[config.mk]
export PLATFORM = sky130hd
export DESIGN_NAME = clk_mon
export DESIGN_NICKNAME = d
export VERILOG_FILES = /design/src/rtl/clk_mon.sv
export SDC_FILE = /design/constraint.sdc
export NUM_CORES = 1
export LEC_CHECK = 0
export CAP_MARGIN = 15
export CORE_MARGIN = 4
export CORE_UTILIZATION = 41
export CTS_CLUSTER_SIZE = 10
export DETAILED_ROUTE_END_ITERATION = 10
export PLACE_DENSITY_LB_ADDON = 0.12
export SETUP_SLACK_MARGIN = 0.15
export SLEW_MARGIN = 25
export SYNTH_ARGS = -nofsm -noshare
export SYNTH_HDL_FRONTEND = slang
export SYNTH_SLANG_ARGS = --single-unit
export TNS_END_PERCENT = 5
[constraint.sdc]
create_clock -name clk_i -period 5.69 [get_ports clk_i]
set_input_delay 1.138 -clock clk_i [delete_from_list [all_inputs] [get_ports clk_i]]
set_output_delay 1.138 -clock clk_i [all_outputs]
set_load 0.01 [all_outputs]
[src/rtl/clk_mon.sv]
// Period/high-time monitor for an asynchronous signal sampled on clk_i.
// It also tracks frequency lock against EXP_PERIOD and flags a missing signal with a timeout.
module clk_mon #(
  parameter int CNTW       = 16,
  parameter int EXP_PERIOD = 6,
  parameter int TOL        = 0,
  parameter int LOCKN      = 4,
  parameter int TIMEOUT    = 1000
) (
  input  logic            clk_i,
  input  logic            rst_i,
  input  logic            sig_i,
  input  logic            en_i,
  output logic [CNTW-1:0] period_o,
  output logic [CNTW-1:0] high_o,
  output logic            valid_o,
  output logic            locked_o,
  output logic            err_o,
  output logic            timeout_o
);

  localparam logic [1:0] S_IDLE = 2'd0;
  localparam logic [1:0] S_ARM  = 2'd1;
  localparam logic [1:0] S_MEAS = 2'd2;

  localparam logic [CNTW-1:0] CMAX     = {CNTW{1'b1}};
  localparam logic [CNTW-1:0] TMO      = CNTW'(TIMEOUT);
  localparam logic [CNTW:0]   EXP_X    = (CNTW+1)'(EXP_PERIOD);
  localparam logic [CNTW:0]   TOL_X    = (CNTW+1)'(TOL);
  localparam logic [3:0]      LOCK_MAX = 4'(LOCKN);

  // A timeout at or above the saturation value could never be observed.
  if (TIMEOUT >= (2**CNTW) - 1) begin : g_bad_timeout
    $error("clk_mon: TIMEOUT must be below 2**CNTW-1");
  end
  if (LOCKN < 1 || LOCKN > 15) begin : g_bad_lockn
    $error("clk_mon: LOCKN must be within 1..15");
  end

  logic            sync1_q, sync2_q, hist_q;
  logic            rise;
  logic [1:0]      state_q, state_d;
  logic [CNTW-1:0] pcnt_q, pcnt_d, hcnt_q, hcnt_d;
  logic [CNTW-1:0] period_q, period_d, high_q, high_d;
  logic [3:0]      lcnt_q, lcnt_d, lcnt_inc;
  logic            valid_q, valid_d, locked_q, locked_d;
  logic            err_q, err_d, tmo_q, tmo_d;
  logic [CNTW-1:0] pcnt_inc, hcnt_inc;
  logic [CNTW:0]   pcnt_x, dev;
  logic            in_tol, tmo_hit;

  always_ff @(posedge clk_i or posedge rst_i) begin
    if (rst_i) begin
      sync1_q <= 1'b0;
      sync2_q <= 1'b0;
      hist_q  <= 1'b0;
    end else begin
      sync1_q <= sig_i;
      sync2_q <= sync1_q;
      hist_q  <= sync2_q;
    end
  end

  assign rise = sync2_q & ~hist_q;

  assign pcnt_inc = (pcnt_q == CMAX) ? pcnt_q : pcnt_q + 1'b1;
  assign hcnt_inc = (hcnt_q == CMAX) ? hcnt_q : hcnt_q + 1'b1;
  assign lcnt_inc = (lcnt_q >= LOCK_MAX) ? LOCK_MAX : lcnt_q + 4'd1;

  // Deviation is taken one bit wider so the subtraction cannot wrap.
  assign pcnt_x  = {1'b0, pcnt_q};
  assign dev     = (pcnt_x >= EXP_X) ? pcnt_x - EXP_X : EXP_X - pcnt_x;
  assign in_tol  = (dev <= TOL_X);
  assign tmo_hit = (pcnt_q >= TMO);

  always_comb begin
    state_d  = state_q;
    pcnt_d   = pcnt_q;
    hcnt_d   = hcnt_q;
    period_d = period_q;
    high_d   = high_q;
    lcnt_d   = lcnt_q;
    locked_d = locked_q;
    valid_d  = 1'b0;
    err_d    = 1'b0;
    tmo_d    = 1'b0;
    if (!en_i) begin
      state_d  = S_IDLE;
      pcnt_d   = '0;
      hcnt_d   = '0;
      lcnt_d   = '0;
      locked_d = 1'b0;
    end else begin
      case (state_q)
        S_IDLE: begin
          state_d = S_ARM;
          pcnt_d  = {{(CNTW-1){1'b0}}, 1'b1};
          hcnt_d  = '0;
        end
        S_ARM, S_MEAS: begin
          if (rise) begin
            state_d = S_MEAS;
            pcnt_d  = {{(CNTW-1){1'b0}}, 1'b1};
            hcnt_d  = {{(CNTW-1){1'b0}}, 1'b1};
            if (state_q == S_MEAS) begin
              period_d = pcnt_q;
              high_d   = hcnt_q;
              valid_d  = 1'b1;
              if (in_tol) begin
                lcnt_d   = lcnt_inc;
                locked_d = (lcnt_inc == LOCK_MAX);
              end else begin
                err_d    = locked_q;
                lcnt_d   = '0;
                locked_d = 1'b0;
              end
            end
          end else if (tmo_hit) begin
            // Restart arming; the next rise only re-arms the measurement.
            state_d  = S_ARM;
            pcnt_d   = {{(CNTW-1){1'b0}}, 1'b1};
            hcnt_d   = '0;
            tmo_d    = 1'b1;
            err_d    = locked_q;
            lcnt_d   = '0;
            locked_d = 1'b0;
          end else begin
            pcnt_d = pcnt_inc;
            if (state_q == S_MEAS && sync2_q) hcnt_d = hcnt_inc;
          end
        end
        default: state_d = S_IDLE;
      endcase
    end
  end

  always_ff @(posedge clk_i or posedge rst_i) begin
    if (rst_i) begin
      state_q  <= S_IDLE;
      pcnt_q   <= '0;
      hcnt_q   <= '0;
      period_q <= '0;
      high_q   <= '0;
      lcnt_q   <= '0;
      locked_q <= 1'b0;
      valid_q  <= 1'b0;
      err_q    <= 1'b0;
      tmo_q    <= 1'b0;
    end else begin
      state_q  <= state_d;
      pcnt_q   <= pcnt_d;
      hcnt_q   <= hcnt_d;
      period_q <= period_d;
      high_q   <= high_d;
      lcnt_q   <= lcnt_d;
      locked_q <= locked_d;
      valid_q  <= valid_d;
      err_q    <= err_d;
      tmo_q    <= tmo_d;
    end
  end

  assign period_o  = period_q;
  assign high_o    = high_q;
  assign valid_o   = valid_q;
  assign locked_o  = locked_q;
  assign err_o     = err_q;
  assign timeout_o = tmo_q;

endmodule

After elaboration in Yosys (flattened, before gate mapping)
Cells that the tools add are included.

Input port bits: 4. Word-level logic and storage cells: 87. Bits in registers: 77.

Bitwise gates (word level): 2. Equality and inequality tests: 13. Add/subtract/negate cells: 5. Reduce and logical (&&, ||, !) cells: 7. Order comparisons: 4. Muxes and demuxes: 43.

Operator list (number): $mux W16 (9); $pmux W16 S2 (2); $add A16 B1 Y16 const B (2); $eq A16 B16 Y1 const B (2); $mux W4 (7); $mux W1 (20); $le A17 B1 Y1 const B (1); $mux W17 (1); $sub A16 B3 Y17 const B (1); $sub A3 B16 Y17 const A (1); $ge A16 B10 Y1 const B (1); $ge A16 B3 Y1 const B (1); $ne A5 B5 Y1 const B (3); $mux W2 (3); $ne A3 B1 Y1 const B (2); $reduce_and A3 Y1 (2); $add A4 B1 Y4 const B (1); $eq A4 B3 Y1 const B (1); $ge A4 B3 Y1 const B (1); $ne A4 B4 Y1 const B (1); $pmux W2 S2 (1); $reduce_and A4 Y1 (1); $ne A3 B2 Y1 const B (1); $eq A2 B1 Y1 const B (1); 8 further kinds (8).

Depth between registers and ports, before layout
Gate-level depths: netlist (run 1).

Depth after elaboration: 8. Gate-level depth with buffers: 10.

Worst setup path after synthesis (run 1)
OpenSTA, ideal clock, no wires.

Path kind: input port to flip-flop. From: input port en_i. To: register pcnt_q[13]. Path slack: 3.112 ns. Data arrival time: 2.446 ns. Stages: 8. Library setup time: 0.132 ns. Cells stage by stage: clkbuf_1 or3b_2 clkbuf_1 nand4_1 nor2_1 nand3_1 xor2_1 nor2_1.

Cells in the longest elaborated chain, start to end: 2.

Ends and longest elaborated chain: start, declared (line 13) `input logic en_i,`; $ne A5 B5 Y1 (no line) / $ne A3 B1 Y1 (equally long branches); $reduce_and A2 Y1 (no line); end signal, assigned (line 151) `pcnt_q <= pcnt_d;`; end, declared (line 43) `logic [CNTW-1:0] pcnt_q, pcnt_d, hcnt_q, hcnt_d;`.

Parallel ways exist; a longest one is shown, timed or not. A chain may end at the register's enable or synchronous reset.

Worst setup path in the final report (run 1)
From: register pcnt_q[13]. To: register pcnt_q[10].

Cells in the longest elaborated chain, start to end: 5.

Ends and longest elaborated chain: $ge A16 B10 Y1 (line 74) `assign tmo_hit = (pcnt_q >= TMO);`; $mux W16 (line 118) `end else if (tmo_hit) begin`; $mux W16 (line 101) `if (rise) begin`; $pmux W16 S2 (line 94) `case (state_q)`; $mux W16 (line 87) `if (!en_i) begin`.

Parallel ways exist; a longest one is shown, timed or not.

==> metrics.txt, run 1 <==
# TYPE chip_impl_metric gauge
chip_impl_metric{name="routed_wirelength",unit="mm"} 10.18
chip_impl_metric{name="synth_top_area_share",unit="%"} 46.89
chip_impl_metric{name="fmax",unit="GHz"} 0.2980
chip_impl_info{name="worst_setup_path_end_kind",value="flop"} 1
chip_impl_info{name="crit_chain",value="nor4_1 -> o311a_1 -> nor3b_2 -> nor2_2 -> a21oi_1"} 1
chip_impl_metric{name="timing.slew.headroom",unit="%"} 31.09
chip_impl_metric{name="initial_utilization",unit="%"} 42.04
chip_impl_metric{name="detail_route.iter0.violations",unit=""} 147
chip_impl_metric{name="antenna_cells_inserted",unit=""} 0
chip_impl_metric{name="routed-via-count",unit=""} 3440
chip_impl_metric{name="remaining_global_route_overflow",unit=""} 0
chip_impl_metric{name="worstSkewPairLatency",unit="ns"} 0.36
chip_impl_metric{name="cts-hold-fix-buffers",unit=""} 0
chip_impl_info{name="cell_types_occupying_the_most_area_after_synthesis",value="dfrtp_1 (47%), nand2_1 (11%), nor2_1 (3.7%)"} 1
chip_impl_metric{name="yosys_register_bits",unit=""} 77
chip_impl_metric{name="groute.layer.met3.usage",unit="%"} 3.522
chip_impl_metric{name="cellPowerDensity",unit="nW/um2"} 232.2
chip_impl_metric{name="leakagePower",unit="nW"} 2.189
chip_impl_metric{name="number_of_enable_flip_flop_cells_after_synthesis",unit=""} 0
chip_impl_metric{name="die_width",unit="um"} 108.1
chip_impl_metric{name="dpl.hpwl",unit="mm"} 6.738
chip_impl_metric{name="arrival",unit="ns"} 3.64
chip_impl_metric{name="floorplan.io_pins",unit=""} 40
chip_impl_metric{name="synth_seq_area_share",unit="%"} 46.89
chip_impl_metric{name="crit_path_max_fanout",unit=""} 18
chip_impl_metric{name="final_setup_tns",unit="ns"} 0
chip_impl_info{name="synth.cells.most_frequent",value="nand2_1 (124), dfrtp_1 (77), nor2_1 (40)"} 1
chip_impl_metric{name="synthesis.instances",unit=""} 469
chip_impl_metric{name="grt_start_max_net_pins",unit=""} 41
chip_impl_metric{name="max_cap_violations",unit=""} 0
chip_impl_metric{name="layout-drive-gt1-share",unit="%"} 6.465
chip_impl_info{name="top_usage_layer",value="met2"} 1
chip_impl_metric{name="core_footprint",unit="um2"} 9774
chip_impl_info{name="synth_most_common_cell",value="nand2_1"} 1
chip_impl_metric{name="syn-cell-area",unit="um2"} 4109
chip_impl_metric{name="postCtsSetupBuffers",unit=""} 0
chip_impl_metric{name="worst_path_largest_cell_delay",unit="ns"} 0.92
chip_impl_metric{name="drt-vias-per-instance",unit=""} 5.478
chip_impl_metric{name="drt_first_pass_iters",unit=""} 4
chip_impl_metric{name="timing.final.crit_period",unit="ns"} 3.356
chip_impl_metric{name="nets",unit=""} 505
chip_impl_info{name="commonest_register_cell_after_synthesis",value="dfrtp_1"} 1
chip_impl_metric{name="drcViolationCount",unit=""} 0
chip_impl_info{name="critPathKind",value="reg -> reg"} 1
chip_impl_metric{name="cts-htree-levels",unit=""} 3
chip_impl_metric{name="die_area",unit="um2"} 11690
chip_impl_metric{name="finalSetupViolCount",unit=""} 0
chip_impl_metric{name="drt-wirelength-per-cell",unit="um"} 16.22
chip_impl_info{name="synthDominantAreaCellType",value="dfrtp_1"} 1
chip_impl_metric{name="hold_viol_final",unit=""} 0
chip_impl_metric{name="synth_cell_types",unit=""} 56
chip_impl_info{name="run_status",value="completed"} 1
chip_impl_info{name="tritoncts_clock_tree",value="done"} 1
chip_impl_info{name="crit_path_start_kind",value="flop"} 1
chip_impl_metric{name="io_buffers",unit=""} 39
chip_impl_info{name="hold_path_class",value="reg -> reg"} 1
chip_impl_metric{name="placementRows",unit=""} 36
chip_impl_metric{name="worstMarginPinSlew",unit="ns"} 1.024
chip_impl_metric{name="clock_tree.buffer_depth",unit=""} 2
chip_impl_metric{name="ant_nets",unit=""} 0
chip_impl_info{name="cp_slowest_cell",value="nor4_1"} 1
chip_impl_metric{name="initial_antenna_violation_count",unit=""} 0
chip_impl_metric{name="synth_fp_nets",unit=""} 484
chip_impl_metric{name="cts.reportedPaths.clkPinSlew",unit="ns"} 0.09
chip_impl_metric{name="syn_area_per_cell",unit="um2"} 8.761
chip_impl_metric{name="cts-buffers-inserted",unit=""} 9
chip_impl_metric{name="grt_use_met2",unit="%"} 31.17
chip_impl_metric{name="grt.total_usage",unit="%"} 18.91
chip_impl_metric{name="cts.sink_count",unit=""} 77
chip_impl_metric{name="via_count_of_the_first_global_routing_pass",unit=""} 3474
chip_impl_metric{name="finalWeightedCongestion",unit=""} 0.8490
chip_impl_metric{name="finalMaxSlewViolations",unit=""} 0
chip_impl_metric{name="async_reset_ff_share",unit="%"} 100.0
chip_impl_metric{name="skew",unit="ns"} 0.01277
chip_impl_info{name="cts-root-buf",value="clkbuf_8"} 1
chip_impl_metric{name="grt_pass1_wl",unit="mm"} 17.39
chip_impl_metric{name="whs",unit="ns"} 0.3526
chip_impl_metric{name="cp.required",unit="ns"} 5.97
chip_impl_metric{name="grt_use_met1",unit="%"} 24.44
chip_impl_metric{name="area_growth_syn_to_layout",unit="%"} 15.01
chip_impl_metric{name="layout.filler_cells",unit=""} 976
chip_impl_metric{name="yosys_warnings",unit=""} 0
chip_impl_metric{name="period_share",unit="%"} 58.98
chip_impl_info{name="rsz_0062_raised_after_global_routing",value="false"} 1
chip_impl_metric{name="die_h",unit="um"} 108.1
chip_impl_metric{name="ir_drop",unit="V"} 0.0001038
chip_impl_metric{name="cts.repair.resized",unit=""} 0
==> worst max-delay path: cells and delay by family, from the launching register on <==
kind / cells / cell delay [ns]
AOI/OAI and AO/OA: 2 / 0.69
DFF: 1 / 0.51
and+or+nand+nor: 3 / 2.07
==> placed cells by master (no fill, tap or decap), types with 9 or more instances in the layout <==
master and instances:
nand2_1 124, dfrtp_1 77, nor2_1 39, clkdlybuf4s50_1 39
o21ai_0 27, a21oi_1 14, xor2_1 13, nand4_1 12
nand3_1 12, ha_1 11, clkbuf_8 11, nor4_1 10
inv_1 9, nor3_1 9
==> metal layers <==
| layer | share of wire, % | wire, um |
|---|---|---|
| met5 | 0 | 0 |
| met4 | 1.7 | 174 |
| met3 | 4.0 | 408 |
| met2 | 49 | 4958 |
| met1 | 46 | 4642 |
==> registers in the layout, summed over array words and instances, names as in the netlist, 2 cells and up <==
name      cells
high_o       16
lcnt_q        4
period_o     16
state_q       2
pcnt_q       16
hcnt_q       16
==> cells by family (layout without fill, tap and decap cells) <==
logic type | count (synthesis) | after routing | share of synthesized area (%)
XOR/XNOR | 14 | 14 | 2.984
multiplexers | 3 | 3 | 0.7308
AO/OA/AOI/OAI | 83 | 83 | 13.92
buffers and inverters | 43 | 69 | 4.964
AND/OR/NAND/NOR | 238 | 238 | 27.16
flip-flops | 77 | 77 | 46.89
adder cells (fa/ha/maj) | 11 | 11 | 3.350
==> layout make-up <==
class	count	area (um2)	share of cell area, %
Inverter	10	37.54	0.7943
Tap cell	133	166.4	3.521
Clock inverter	5	42.54	0.9002
Multi-Input combinational cell	349	1981	41.91
Sequential cell	77	1927	40.77
Timing Repair Buffer	43	420.4	8.896
Clock buffer	11	151.4	3.204
==> worst paths after layout <==
| check | from | endpoint | slack (ns) | depth (start not counted) |
|---|---|---|---|---|
| setup / recovery | pcnt_q[13]$_DFFE_PP0P_ | pcnt_q[10]$_DFFE_PP0P_ | 2.33 | 5 |
| hold / removal | sync1_q$_DFF_PP0_ | sync2_q$_DFF_PP0_ | 0.35 | 0 |
| setup reg to reg | pcnt_q[13]$_DFFE_PP0P_ | pcnt_q[10]$_DFFE_PP0P_ | 2.33 | 5 |
| hold reg to reg | sync1_q$_DFF_PP0_ | sync2_q$_DFF_PP0_ | 0.35 | 0 |
| max in group asynchronous | rst_i | lcnt_q[0]$_DFFE_PP0P_ | 3.43 | 3 |
| min in group asynchronous | rst_i | high_o[12]$_DFFE_PP0P_ | 1.26 | 2 |
==> per-stage QoR <==
stage | instance area, um2 | std cells | power (mW) | worst slack, ns | util, %
after floorplan | 4109 | 469 | 0.6658 | 2.585 | -
final | 4726 | 628 | 1.097 | 2.334 | 48.35
after detailed placement | 4532 | 612 | 0.7065 | 2.056 | 46.36
after CTS | 4726 | 628 | 1.116 | 2.380 | 48.35
after global routing | 4726 | 628 | 1.155 | 2.172 | 48.35
after global placement | 4529 | 612 | 0.7034 | 2.181 | 46.34
==> power by group <==
| group | internal [mW] | total (mW) | switching (mW) |
|---|---|---|---|
| logic | 0.0371 | 0.121 | 0.0834 |
| registers | 0.558 | 0.573 | 0.0144 |
| clock network | 0.186 | 0.404 | 0.218 |
| total | 0.781 | 1.10 | 0.316 |
(Power assumes the default switching activity.)
==> run 2: changes to the inputs <==
==> constraint.sdc (replaced) <==
create_clock -name clk_i -period 3.25 [get_ports clk_i]
set_input_delay 0.65 -clock clk_i [delete_from_list [all_inputs] [get_ports clk_i]]
set_output_delay 0.65 -clock clk_i [all_outputs]
set_load 0.01 [all_outputs]
==> metrics.txt, run 2 (synthesis results as in run 1) <==
# TYPE chip_impl_metric gauge
chip_impl_info{name="run_status",value="completed"} 1
chip_impl_metric{name="fmax",unit="GHz"} 0.3372
chip_impl_metric{name="leakagePower",unit="nW"} 2.254
chip_impl_info{name="mostFrequentLayoutCells",value="nand2_1 (124), dfrtp_1 (77), nor2_1 (40)"} 1
chip_impl_metric{name="drt-wirelength-per-cell",unit="um"} 16.38
chip_impl_metric{name="die_width",unit="um"} 108.1
chip_impl_metric{name="max_cap_violations",unit=""} 0
chip_impl_metric{name="cp.depth",unit=""} 7
chip_impl_metric{name="cts.sink_count",unit=""} 77
chip_impl_metric{name="worstMarginPinSlew",unit="ns"} 0.7823
chip_impl_info{name="cp-startpoint",value="pcnt_q[2]$_DFFE_PP0P_"} 1
chip_impl_metric{name="cts.reportedPaths.clkPinSlew",unit="ns"} 0.09
chip_impl_metric{name="layout-drive-gt1-share",unit="%"} 8.498
chip_impl_metric{name="core_footprint",unit="um2"} 9774
chip_impl_info{name="timing.rr.end",value="lcnt_q[0]$_DFFE_PP0P_"} 1
chip_impl_info{name="hold_path_class",value="reg -> reg"} 1
chip_impl_metric{name="drcViolationCount",unit=""} 0
chip_impl_metric{name="remaining_global_route_overflow",unit=""} 0
chip_impl_metric{name="dpl.hpwl",unit="mm"} 7.108
chip_impl_info{name="critPathCapture",value="lcnt_q[0]$_DFFE_PP0P_"} 1
chip_impl_metric{name="area_growth_syn_to_layout",unit="%"} 17.48
chip_impl_info{name="rr_startpoint",value="pcnt_q[2]$_DFFE_PP0P_"} 1
chip_impl_metric{name="timing.final.crit_period",unit="ns"} 2.966
chip_impl_metric{name="power.total",unit="mW"} 1.949
chip_impl_metric{name="die_h",unit="um"} 108.1
chip_impl_metric{name="postCtsSetupBuffers",unit=""} 0
chip_impl_metric{name="buffers_inverters_on_critical_path",unit=""} 0
chip_impl_metric{name="io_buffers",unit=""} 39
chip_impl_metric{name="placementRows",unit=""} 36
chip_impl_metric{name="drt-vias-per-instance",unit=""} 5.488
chip_impl_info{name="most_frequent_standard_cell_in_the_layout_excluding_fill_and_tap_cells",value="nand2_1"} 1
chip_impl_metric{name="via_count_of_the_first_global_routing_pass",unit=""} 3391
chip_impl_info{name="cp_slowest_cell",value="dfrtp_1"} 1
chip_impl_metric{name="worst_path_largest_cell_delay",unit="ns"} 0.53
chip_impl_metric{name="worstSkewPairLatency",unit="ns"} 0.35
chip_impl_metric{name="ir_drop",unit="V"} 0.0001793
chip_impl_metric{name="antenna_cells_inserted",unit=""} 0
chip_impl_metric{name="postPlaceCellArea",unit="um2"} 4632
chip_impl_metric{name="grt_pass1_wl",unit="mm"} 17.68
chip_impl_metric{name="hold_viol_final",unit=""} 0
chip_impl_info{name="rsz_0062_raised_after_global_routing",value="true"} 1
chip_impl_metric{name="ant_nets",unit=""} 0
chip_impl_info{name="crit_path_start_kind",value="flop"} 1
chip_impl_metric{name="crit_path_max_fanout",unit=""} 12
chip_impl_metric{name="cp.required",unit="ns"} 3.52
chip_impl_metric{name="final_setup_tns",unit="ns"} 0
chip_impl_info{name="cts-root-buf",value="clkbuf_8"} 1
chip_impl_metric{name="cts-buffers-inserted",unit=""} 9
chip_impl_metric{name="detail_route.iter0.violations",unit=""} 187
chip_impl_metric{name="arrival",unit="ns"} 3.24
chip_impl_metric{name="die_area",unit="um2"} 11690
chip_impl_metric{name="stdcell_count",unit=""} 639
chip_impl_info{name="worst_setup_path_end_kind",value="flop"} 1
chip_impl_metric{name="nets",unit=""} 517
chip_impl_metric{name="finalMaxSlewViolations",unit=""} 0
chip_impl_metric{name="initial_utilization",unit="%"} 42.04
chip_impl_metric{name="drt_first_pass_iters",unit=""} 4
chip_impl_metric{name="skew",unit="ns"} 0.01220
chip_impl_metric{name="timing.reg2reg.worst_path_depth",unit=""} 7
chip_impl_info{name="timing.critical_path.max_delay_family",value="simple AND/OR/NAND/NOR gates"} 1
chip_impl_metric{name="floorplan.io_pins",unit=""} 40
chip_impl_metric{name="grt_start_max_net_pins",unit=""} 78
chip_impl_metric{name="fin_area",unit="um2"} 4827
chip_impl_metric{name="cts-htree-levels",unit=""} 3
chip_impl_metric{name="routed_wirelength",unit="mm"} 10.47
chip_impl_metric{name="finalWeightedCongestion",unit=""} 0.9039
chip_impl_metric{name="grt.total_usage",unit="%"} 19.26
chip_impl_info{name="critPathKind",value="reg -> reg"} 1
chip_impl_metric{name="post-place-cells",unit=""} 624
chip_impl_metric{name="clock_tree.buffer_depth",unit=""} 2
chip_impl_metric{name="finalSetupViolCount",unit=""} 0
chip_impl_metric{name="r2r_setup_slack",unit="ns"} 0.28
chip_impl_info{name="crit_chain",value="ha_1 -> or3_1 -> nor4_4 -> a32oi_1 -> a2111oi_4 -> nand4bb_2 -> o31ai_2"} 1
chip_impl_metric{name="cellPowerDensity",unit="nW/um2"} 403.8
chip_impl_metric{name="timing.slew.headroom",unit="%"} 46.50
chip_impl_metric{name="routed-via-count",unit=""} 3507
chip_impl_info{name="tritoncts_clock_tree",value="done"} 1
chip_impl_metric{name="period_share",unit="%"} 91.25
chip_impl_metric{name="initial_antenna_violation_count",unit=""} 0
run 2: worst min-delay path by stage:
stage                       from                end  slack (ns)  cells past startpoint
2_1_floorplan  sync1_q$_DFF_PP0_  sync2_q$_DFF_PP0_        0.33                      0
3_3_place_gp   sync1_q$_DFF_PP0_  sync2_q$_DFF_PP0_        0.35                      0
3_5_place_dp   sync1_q$_DFF_PP0_  sync2_q$_DFF_PP0_        0.34                      0
4_1_cts        sync1_q$_DFF_PP0_  sync2_q$_DFF_PP0_        0.37                      0
5_1_grt        sync1_q$_DFF_PP0_  sync2_q$_DFF_PP0_        0.38                      0
6_report       sync1_q$_DFF_PP0_  sync2_q$_DFF_PP0_        0.37                      0
run 2: worst register-to-register path: stages, from the launching register on:
cell and delay, ns:
dfrtp_1 0.53, ha_1 0.35, or3_1 0.52, nor4_4 0.34, a32oi_1 0.25, a2111oi_4 0.43, nand4bb_2 0.22, o31ai_2 0.24
run 2: power breakdown:
part | switching, mW | total (mW) | internal, mW
clock | 0.371 | 0.722 | 0.351
combinational | 0.152 | 0.226 | 0.0738
sequential | 0.0240 | 1.00 | 0.977
run 2: what timing repair did:
item | in CTS | in global routing
gates resized for setup | 1 | 1
setup endpoints to repair | 1 | 4
hold buffers | 0 | 0
run 2: through the flow:
stage / utilization, % / setup slack, ns / hold slack (ns)
2_1_floorplan: - / 0.6333 / 0.3312
3_3_place_gp: 47.39 / 0.07670 / 0.3458
3_5_place_dp: 47.39 / 0.09921 / 0.3396
4_1_cts: 49.33 / 0.1968 / 0.3667
5_1_grt: 49.39 / 0.08798 / 0.3844
6_report: 49.39 / 0.2844 / 0.3660
run 2: cell type report:
| type | count | area, um2 |
|---|---|---|
| Sequential cell | 77 | 1927 |
| Multi-Input combinational cell | 349 | 1984 |
| Timing Repair Buffer | 55 | 523.0 |
| Inverter | 10 | 37.54 |
| Clock buffer | 9 | 123.9 |
| Fill cell | 958 | 4947 |
| Clock inverter | 6 | 65.06 |
| Tap cell | 133 | 166.4 |
run 2: metal layers:
metal / vias to the layer above / wire [um] / track usage [%]
met5: - / 0 / 0
met1: 1717 / 4737 / 25.47
met2: 89 / 5173 / 32.24
met4: 0 / 158 / 6.312
li1: 1691 / - / -
met3: 10 / 395 / 3.224
==> RTL change 1: new RTL, config.mk and constraints of run 1 <==
Make the reset (`rst_i`) synchronous in 2 clocked blocks. Comments in the files are not updated.
--- a/src/rtl/clk_mon.sv
+++ b/src/rtl/clk_mon.sv
@@ -50,5 +50,5 @@
   logic            in_tol, tmo_hit;
 
-  always_ff @(posedge clk_i or posedge rst_i) begin
+  always_ff @(posedge clk_i) begin
     if (rst_i) begin
       sync1_q <= 1'b0;
@@ -135,5 +135,5 @@
   end
 
-  always_ff @(posedge clk_i or posedge rst_i) begin
+  always_ff @(posedge clk_i) begin
     if (rst_i) begin
       state_q  <= S_IDLE;
Function: differs if rst_i is asserted again (counterexample within 10 cycles, from zero or initial values and one cycle with rst_i high); with rst_i held inactive, the same outputs for 10 cycles.
==> RTL change 1 against run 1 <==
- design area is 10% lower
- area after synthesis is 12% lower
- routed wire length fell by 19%
- setup slack improved by 0.29 ns
- via count shrank 9.4%
- sequential cell count unchanged
- cell count fell by 5.7%
Power is not compared: it rests on default switching activity, and its combinational part moved more than twofold at a synthesized area within 25%.
==> RTL change 1: results <==
export IMPL_status="finished, final reports clean"
export IMPL_use_met1=0.218
export IMPL_drt_initial_drc_count=116
export IMPL_ff2ff_setup_slack_ns=2.62
export IMPL_reg2reg_depth=8
export IMPL_synth_common_cells="83 x nand2_1, 77 x dfxtp_1, 52 x a21oi_1"
export IMPL_gr_usage_met2=0.271
export IMPL_ctsLongestPathBuffers=2
export IMPL_netlist_top_cells_area="dfxtp_1 43%, nand2_1 8.6%, a21oi_1 7.2%"
export IMPL_gp_congestion=0.879
export IMPL_wl_um=8200
export IMPL_vias=3117
export IMPL_ys_seq_area_frac=0.425
export IMPL_arrival_ns=3.37
export IMPL_synth_flop_cell="dfxtp_1"
export IMPL_grt_pass1_wl_um=13900
export IMPL_r2r_start="pcnt_q[1]"
export IMPL_drive_above_1_share=0.0661
export IMPL_cp_max_fo=11
export IMPL_dp_hpwl_um=5790
export IMPL_placed_cell_area_mm2=0.00407
export IMPL_maxSlewHeadroom=0.509
export IMPL_grt_max_degree=38
export IMPL_grt_pass1_vias=2893
export IMPL_grt_use_total=0.167
export IMPL_setup_tns_ns=0
export IMPL_ys_async_sr_fraction=0
export IMPL_hold_path_end="sync2_q"
export IMPL_yosysUniqueCellTypes=52
export IMPL_use_met3=0.0403
export IMPL_timing_rr_end="lcnt_q[1]"
export IMPL_antenna_found_initial=0
export IMPL_finalNetCount=496
export IMPL_min_path_cells=1
export IMPL_fin_skew_ns=0.00820
export IMPL_hold_slack_ns=0.450
export IMPL_synth_fp_nets=468
export IMPL_min_from="sync1_q"
[RTL change 1: cell types whose count changed in the layout (fill, tap and decap cells not counted), sizes merged, moves of 5 or more]
cell	before	now
dfrtp	77	0
dfxtp	0	77
nand2	124	83
a21oi	14	52
o21ai	27	7
xnor2	1	17
inv	11	23
nor2	40	50
xor2	13	3
nor2b	3	10
nor3	9	15
nand4	13	8
o211ai	5	0
[RTL change 1: area by class of cell]
cell class	count	area (um2)
clock inverter	7	55.1
tap	108	135
fill	884	4430
inverter	19	71.3
sequential	77	1540
timing repair buffer	42	413
multi-input combinational	330	1910
clock buffer	9	124
[RTL change 1: per-stage QoR]
step,cells,setup WS (ns),power (mW),utilization
floorplan,451,3.19,0.576,-
CTS,592,2.63,0.971,0.489
finish,592,2.62,0.957,0.489
global placement,576,2.59,0.584,0.468
detailed placement,576,2.68,0.585,0.468
global route,592,2.34,0.997,0.489
[RTL change 1: cell families after synthesis]
| group | synth area share |
|---|---|
| xor+xnor | 0.0483 |
| simple gates | 0.283 |
| buf+inv | 0.0497 |
| mux | 0.00828 |
| flops | 0.425 |
| fa+ha+maj | 0.0449 |
| compound gates | 0.140 |
[RTL change 1: worst max-delay path, stage by stage (launching register included)]
cell and delay (ns):
dfxtp_1 0.45, ha_1 0.37, nor4_2 0.40, nand4_4 0.23, a2111o_1 0.41, a2111oi_2 0.38, nand4_1 0.31, nor2_2 0.28
a32o_1 0.18
[RTL change 1: routing by layer]
| metal | up-vias | wire, um |
|---|---|---|
| met3 | 13 | 339 |
| met4 | 0 | 111 |
| met2 | 59 | 3850 |
| li1 | 1591 | - |
| met1 | 1454 | 3900 |
| met5 | - | 0 |
==> RTL change 2: new RTL, flow settings as in run 1 <==
Without the edit above. `CNTW`: 16 -> 15.
--- a/src/rtl/clk_mon.sv
+++ b/src/rtl/clk_mon.sv
@@ -2,5 +2,5 @@
 // It also tracks frequency lock against EXP_PERIOD and flags a missing signal with a timeout.
 module clk_mon #(
-  parameter int CNTW       = 16,
+  parameter int CNTW       = 15,
   parameter int EXP_PERIOD = 6,
   parameter int TOL        = 0,
Interface: changed (resized high_o and period_o); port bits go from 40 to 38. The function was not compared with the original's and may differ.
==> RTL change 2 against run 1 <==
- sequential cell count shrank 4
- design area down 8.5%
- hold slack lost 0.0010 ns
- die area shrank 9.3%
- setup slack gained 0.21 ns
- area after synthesis fell by 10%
- largest power group unchanged
- count of clock-buffer cells in the layout did not move
- clock skew down 0.0017 ns
- total power is 0.22% higher
- routed wire length down 22%
==> RTL change 2: results <==
export IMPL_hp_class="reg -> reg"
export IMPL_status="finished, final reports clean"
export IMPL_register_area_mm2=0.00183
export IMPL_cts_reportedPaths_clkPinSlew_ns=0.07
export IMPL_htreeDepth=3
export IMPL_fmax_mhz=318
export IMPL_diodes=0
export IMPL_syn_avg_cell_area_um2=10.1
export IMPL_dp_hpwl_um=5550
export IMPL_ys_async_sr_fraction=1.00
export IMPL_arrival_ns=3.38
export IMPL_wl_um=7960
export IMPL_synth_fp_nets=381
export IMPL_synth_flop_cell="dfrtp_1"
export IMPL_irDropWorstVdd_mv=0.131
export IMPL_placed_cells=492
export IMPL_drt_initial_drc_count=111
export IMPL_slowest_stage="a41oi_1"
export IMPL_finalNetCount=409
export IMPL_yosysUniqueCellTypes=56
export IMPL_gp_congestion=0.863
export IMPL_slowest_delay_ns=0.58
export IMPL_fillerInstances=820
export IMPL_clkLatencyLatePin_ns=0.35
export IMPL_io_buffers=37
export IMPL_dr_pass1_iters=4
export IMPL_hold_slack_ns=0.352
export IMPL_p_leak_nw=1.98
export IMPL_ys_warn_count=0
export IMPL_netlist_top_cells_area="dfrtp_1 49%, mux2_2 7.6%, ha_1 3.4%"
export IMPL_pre_cts_slack_ns=2.19
export IMPL_cp_max_fo=10
export IMPL_grt_pass1_wl_um=13700
export IMPL_vias=2828
export IMPL_ys_seq_area_frac=0.494
export IMPL_synth_common_cells="73 x dfrtp_1, 32 x nand2_1, 28 x nor2_1"
export IMPL_ctsLongestPathBuffers=2
export IMPL_cpLargestDelayFamily="simple AND/OR/NAND/NOR gates"
export IMPL_cts_buffers=9
export IMPL_antenna_found_initial=0
export IMPL_postCtsSetupBuffers=0
export IMPL_placed_cell_area_mm2=0.00412
export IMPL_drive_above_1_share=0.135
export IMPL_netSwitchingFraction=0.280
export IMPL_grt_max_degree=51
export IMPL_fin_skew_ns=0.0110
export IMPL_clockRootBuffer="clkbuf_8"
export IMPL_post_cts_resized=0
export IMPL_grt_use_total=0.164
export IMPL_final_cells=508
export IMPL_ff2ff_setup_slack_ns=2.69
export IMPL_maxSlewHeadroom=0.510
## RTL change 2: layout make-up
type / instances / area share
sequential: 73 / 0.423
inverter: 12 / 0.0110
multi-input combinational: 258 / 0.395
clock buffer: 11 / 0.0327
tap: 108 / 0.0313
clock inverter: 5 / 0.0148
timing repair buffer: 41 / 0.0926
## RTL change 2: worst paths after layout
| kind | start | depth (start not counted) | to |
|---|---|---|---|
| setup / recovery | en_i | 8 | hcnt_q[10] |
| hold / removal | sync1_q | 0 | sync2_q |
| setup reg to reg | pcnt_q[11] | 8 | hcnt_q[10] |
| hold reg to reg | sync1_q | 0 | sync2_q |
| max in group asynchronous | rst_i | 3 | high_o[0] |
| min in group asynchronous | rst_i | 2 | period_o[4] |
## RTL change 2: layer usage
| layer | wire, um | up-vias | GRT usage |
|---|---|---|---|
| li1 | - | 1391 | - |
| met1 | 3880 | 1377 | 0.232 |
| met2 | 3750 | 55 | 0.249 |
| met3 | 295 | 5 | 0.0406 |
| met4 | 39 | 0 | 0.0488 |
| met5 | 0 | - | 0 |
## RTL change 2: kinds of logic (layout without fill, tap and decap cells)
family | count (synthesis) | after routing | synth area share
AOI/OAI and AO/OA | 84 | 84 | 0.151
xor gates and xnor gates | 8 | 8 | 0.0190
adders and majority gates | 10 | 10 | 0.0339
buffers and inverters | 36 | 69 | 0.0437
DFF | 73 | 73 | 0.494
muxes | 25 | 25 | 0.0762
and+or+nand+nor | 131 | 131 | 0.182
## RTL change 2: power groups by stage
stage | Sequential, mW | Combinational [mW] | Clock [mW]
finish | 0.548 | 0.135 | 0.417
global route | 0.551 | 0.153 | 0.457
CTS | 0.548 | 0.137 | 0.434
detailed placement | 0.558 | 0.136 | 0
global placement | 0.558 | 0.134 | 0
floorplan | 0.555 | 0.0926 | 0
